==> src/rtl/flag_pkg.sv <==
// Shared types and defaults for the flag stream checker.
package flag_pkg;

  localparam int DEPTH_DEF = 64;
  localparam int DW_DEF    = 8;

  typedef enum logic [1:0] {
    IDLE,
    CHECK,
    DONE
  } state_t;

  function automatic int clog2(input int value);
    int r;
    r = 0;
    while ((1 << r) < value) r++;
    return r;
  endfunction

endpackage

==> src/rtl/flag_exp_ram.sv <==
// Expected-byte table: one synchronous write port, one combinational read port.
module flag_exp_ram
  import flag_pkg::*;
#(
  parameter int DEPTH = DEPTH_DEF,
  parameter int DW    = DW_DEF,
  parameter int AW    = clog2(DEPTH)
) (
  input  logic          clk,
  input  logic          we,
  input  logic [AW-1:0] waddr,
  input  logic [DW-1:0] wdata,
  input  logic [AW-1:0] raddr,
  output logic [DW-1:0] rdata
);

  // Contents are deliberately not reset; the table is loaded before every use.
  logic [DW-1:0] mem [DEPTH];

  always_ff @(posedge clk) begin
    if (we) mem[waddr] <= wdata;
  end

  assign rdata = mem[raddr];

endmodule

==> config.mk <==
export PLATFORM = sky130hd
export DESIGN_NAME = flag_exp_ram
export DESIGN_NICKNAME = d
export VERILOG_FILES = /design/src/rtl/flag_pkg.sv /design/src/rtl/flag_exp_ram.sv
export SDC_FILE = /design/constraint.sdc
export NUM_CORES = 1
export LEC_CHECK = 0
export ABC_AREA = 1
export CAP_MARGIN = 5
export CORE_UTILIZATION = 25
export CTS_BUF_LIST = sky130_fd_sc_hd__clkbuf_16
export CTS_CLUSTER_SIZE = 20
export DETAILED_ROUTE_END_ITERATION = 12
export GPL_ROUTABILITY_DRIVEN = 0
export PLACE_DENSITY_LB_ADDON = 0.2
export SLEW_MARGIN = 20
export SYNTH_ARGS = -nofsm -noshare
export SYNTH_HDL_FRONTEND = slang
export SYNTH_SLANG_ARGS = --single-unit
export TNS_END_PERCENT = 50
==> constraint.sdc <==
create_clock -name clk -period 2.2 [get_ports clk]
set_input_delay 0.33 -clock clk [delete_from_list [all_inputs] [get_ports clk]]
set_output_delay 0.33 -clock clk [all_outputs]
set_load 0.1 [all_outputs]
==> reports/results.txt <==
HP Class: in -> reg
1st-iter DRT viols: 1,011
# H-tree levels: 2
core area: 0.0837 mm²
biggest area consumer among synthesized cells: edfxtp_1
Finished Layout Cells: 3,144
most common cell after layout, fill and taps aside: nand2_1
worst setup margin: -0.0374 ns
sequential cell area fraction in the yosys report: 72.6%
Synth Net Count: 1,819
Die W: 293 µm
PortBufs: 29
clock transition at the registers of the reported paths: 0.06 ns
Overall Power: 21.5 mW
Worst Setup Start Kind: input pin
Placed Cells: 3,035
Biggest register: mem
failing checks: setup timing
detailed-route DRC error count: 0
clock sinks: 512
Leak: 9.99 nW
top sig layer: met4
drt pass-1 iters: 5
count of cell types in the netlist: 15
RSZ-0062 raised after global routing: true
Max Cap Violations: 0
average size of a mapped cell: 11.8 µm²
Yosys top cell area share: 72.6%
area of the die: 0.0859 mm²
Fin. Hold Viols: 0
Synth Register Bits: 512
total number of vias: 14,200
YS warnings: 0
Hold WS: 0.177 ns
initial antenna violation count: 0
Placed Area: 0.0242 mm²
Largest register FFs: 512
Layout Nets: 1,996
Via density: 4.53
Arr. time, crit path: 1.91 ns
kind of critical path: in -> out
Layout area overhead: 29.8%
initial core utilization: 25.3%
total congestion overflow: 0
top cells by area, synth: edfxtp_1, nand2_1, nand3_1
wire per inst: 20.5 µm
TritonCTS Buffers: 55
Die Span Y: 293 µm
CTS root buf: clkbuf_16
CP Capture Type: output port
first-pass GRT wire length: 93,800 µm
Hold-fix buffers, CTS: 0
Post-Place Worst Slack: -0.282 ns
Final setup viols: 7
pin count of the biggest net entering global routing: 65
antenna cells: 0
CTS tree: yes
commonest cells after routing, fill and taps aside: nand2_1, edfxtp_1, nand3_1, buf_4, nand3_2
Tot GR Track Use: 14.7%
Met1 Wirelength: 29,300 µm
wire length on met3: 3050 µm
max_slew headroom: 67.6%
outcome: finished with violations
fin area: 0.0275 mm²
Top Ports: 30
cell area after synthesis: 0.0212 mm²
Final min period: 2.24 ns
FMAX: 447 MHz
Largest regs: mem (512)
antenna viol nets, final: 0
Req. time, crit path: 1.87 ns
FP Rows: 106
post-synthesis cell count: 1,797
Slew Limit Fails: 0
Tightest Pin Transition: 0.485 ns
CP Max Fanout: 17
Max Buffers Root-to-Sink: 3
VDD IR max: 0.000555 V
share of cells above drive strength 1: 25.8%
WL final: 64,300 µm
vias in the first global route: 14,100
met2 routed wirelength: 30,100 µm
Final period util: 102%
PD cells: 783 mW/mm²
DP HPWL: 37,600 µm
==> through the flow <==
step / utilization (%) / setup TNS (ns)
3_3_place_gp: 28.9 / -7.72
3_5_place_dp: 28.9 / -6.67
5_1_grt: 32.8 / -0.735
6_report: 32.8 / -0.162
4_1_cts: 32.5 / -0.237
2_1_floorplan: - / 0
==> synthesized netlist by cell type <==
library cell    n
inv_2           1
buf_4          14
nand2_1       648
buf_1          10
inv_6           1
inv_1          10
clkbuf_1       15
nor4_1          8
buf_2          37
buf_8           2
nand4_1         9
buf_6          35
edfxtp_1      512
nor2_1         56
nand3_1       439
==> power by group <==
| group | switching (mW) | internal, mW | leakage [nW] |
|---|---|---|---|
| combinational | 1.44 | 0.772 | 4.52 |
| sequential | 0.0143 | 10.8 | 4.61 |
| clock | 3.70 | 4.78 | 0.862 |
| total | 5.16 | 16.4 | 9.99 |
==> final timing paths <==
kind | endpoint | start | slack, ns | depth (start not counted)
max | rdata[2] | raddr[0] | -0.04 | 14
min | mem[11][0] | wdata[0] | 0.18 | 1
==> routing by layer <==
metal | track usage, % | up-vias
met3 | 2.83 | 102
met4 | 4.52 | 0
met1 | 19.9 | 7140
met2 | 23.8 | 307
li1 | - | 6696
met5 | 0 | -
==> cell type report <==
type | count | area, µm²
sequential | 512 | 15400
clock inverter | 37 | 220
tap | 1134 | 1420
timing repair buffer | 233 | 2800
clock buffer | 56 | 1400
inverter | 12 | 70.1
multi-input combinational | 1160 | 6200
fill | 8307 | 56200
==> kinds of logic (layout without fill, tap and decap cells) <==
family	after synthesis	in the layout	share of synthesized area, %
simple gates	1160	1160	23.4
flops	512	512	72.6
buf+inv	125	338	4.05
==> repair_timing <==
action | 4_1_cts | 5_1_grt
resized for setup | 255 | 58
setup buffers | 13 | 3
gates cloned | 8 | 3
endpoints found under the setup margin | 8 | 8
pin swaps | 117 | 38
==> critical path, stage by stage <==
cell	delay, ns
clkbuf_16	0.15
inv_16	0.09
buf_12	0.14
buf_12	0.11
buf_16	0.15
nand2_1	0.07
nand3_1	0.11
nand3_1	0.11
nand2_1	0.08
nand2_1	0.06
nand3_2	0.09
nand3_4	0.11
nand2_4	0.11
buf_12	0.17
No activity file was read; power rests on OpenSTA's default activity.
==> patch (same flow settings) <==
Change the package constant `DEPTH_DEF` from 64 to 32.
--- a/src/rtl/flag_pkg.sv
+++ b/src/rtl/flag_pkg.sv
@@ -1,7 +1,7 @@
 // Shared types and defaults for the flag stream checker.
 package flag_pkg;
 
-  localparam int DEPTH_DEF = 64;
+  localparam int DEPTH_DEF = 32;
   localparam int DW_DEF    = 8;
 
   typedef enum logic [1:0] {
Interface: changed (resized raddr and waddr); port bits go from 30 to 28. The function was not compared with the original's and may differ.
==> patch against the original RTL <==
Routed wire length is 53% lower. Synthesized area is 50% lower. Sequential cell count is 256 lower. Count of clock-buffer cells in the layout is 27 lower. Worst setup slack better by 130 ps. First-iteration DRC count is 56% lower. Cell area is 52% lower. Power is 50% lower. Synthesized cell count is 49% lower. Critical endpoint is now rdata[4]. Largest cell class unchanged.
==> patch: results (changes against the original RTL) <==
{| class="wikitable"
! Metric !! Value
|-
| Run status || finished, final reports clean
|-
| Cell at the slowest stage of the critical path || edfxtp_1
|-
| Global routing usage on met3 || 1.99% (-0.84 points)
|-
| IR Drop Worst-Case VDD || 614 uV (+11%)
|-
| Largest net degree at the start of global routing || 51 (-22%)
|-
| Met1 usage in global routing || 18.6% (-1.3 points)
|-
| Drt wl/cell || 19.2 microns (-6.1%)
|-
| Delay contributed by the slowest stage of the critical path || 360 ps (+190 ps)
|-
| Leak Pwr || 4.91 nW (-51%)
|-
| Mean cell area of the mapped netlist || 11.6 sq um (-1.4%)
|-
| Number of buffers created by CTS || 28 (-49%)
|-
| Final Hold Slack || 624 ps (+447 ps)
|-
| Cell depth of the worst min-delay path || 2 (+1)
|-
| Most common library cells after synthesis || nand2_1, edfxtp_1, nand3_1, nor2_1, buf_6
|-
| Crit-path max FO || 1 (-16)
|-
| Pin slew with the least headroom to its limit || 489 ps (+3.41 ps)
|-
| Biggest area contributors in the synthesized netlist || edfxtp_1, nand2_1, nand3_1, buf_6, nor2_1
|-
| Initial antenna violation count || 2 (+2)
|-
| Maximum level of the CTS H-tree || 1 (-1)
|-
| Fraction of layout instances using a drive strength above 1 || 16.4% (-9.5 points)
|-
| EDFF count, synth || 256 (-50%)
|-
| Met2 Track Usage GR || 22.9% (-0.98 points)
|-
| Placement Setup Slack || -54.5 ps (+227 ps)
|-
| Buffers added on ports || 27 (-6.9%)
|-
| Total wire length || 30,100 microns (-53%)
|-
| Fill cell instance count of the final layout || 4,210 (-49%)
|-
| Initial Util || 25.3% (+0.026 points)
|-
| Number of violations reported at the end of detailed-routing iteration 0 || 448 (-56%)
|-
| Placed instance count || 1,512 (-50%)
|-
| Count of unique library cells instantiated by Yosys || 11 (-4)
|-
| First element of the critical path || mem[11][4]
|-
| GR Util All Layers || 13.7% (-1.0 points)
|-
| Pre-Repair DR Iteration Count || 4 (-1)
|-
| Vias post-DR || 7,032 (-51%)
|-
| Vias in the first global route || 6,865 (-51%)
|}
## patch: cell count changes in the layout (fill, tap and decap cells not counted), sizes merged, moves of 8 or more
cell / delta
nand2: -288
edfxtp: -256
nand3: -235
buf: -122
clkbuf: -29
nor2: -24
inv: -16
nand4: -9
nor4: -8
## patch: area by class of cell
type,count,share of cell area (%)
clock buffer,29,5.49
multi-input combinational,596,19.8
inverter,10,0.341
tap,539,5.10
clock inverter,20,0.824
timing repair buffer,116,10.3
sequential,256,58.2
## patch: worst max-delay path by stage
stage / depth (start not counted) / to / slack (ps)
3_3_place_gp: 10 / rdata[7] / -90
6_report: 9 / rdata[4] / 90
2_1_floorplan: 8 / rdata[3] / 140
3_5_place_dp: 10 / rdata[2] / -50
4_1_cts: 12 / rdata[1] / 6
5_1_grt: 9 / rdata[2] / -10
## patch: metal layers
layer / vias to the layer above / wire (microns)
li1: 3366 / -
met1: 3466 / 13700
met2: 155 / 14300
met4: 2 / 670
met3: 43 / 1380
met5: - / 9
## patch: cells by family after synthesis
kind of cell,share of synthesized area [%]
AND/OR/NAND/NOR,23.5
flip-flops,72.3
buffers and inverters,4.20
## patch: timing repair
item	4_1_cts	5_1_grt
pin swaps	3	5
cloned	2	2
hold buffers	0	0
buffers inserted	1	0
resized for setup	8	35
endpoints found under the setup margin	8	8
## patch: where the power goes
part	switching, mW	leakage (nW)	internal, mW
Combinational	0.712	2.17	0.363
Sequential	0.0115	2.31	5.43
Clock	1.87	0.430	2.47
Total	2.59	4.91	8.26
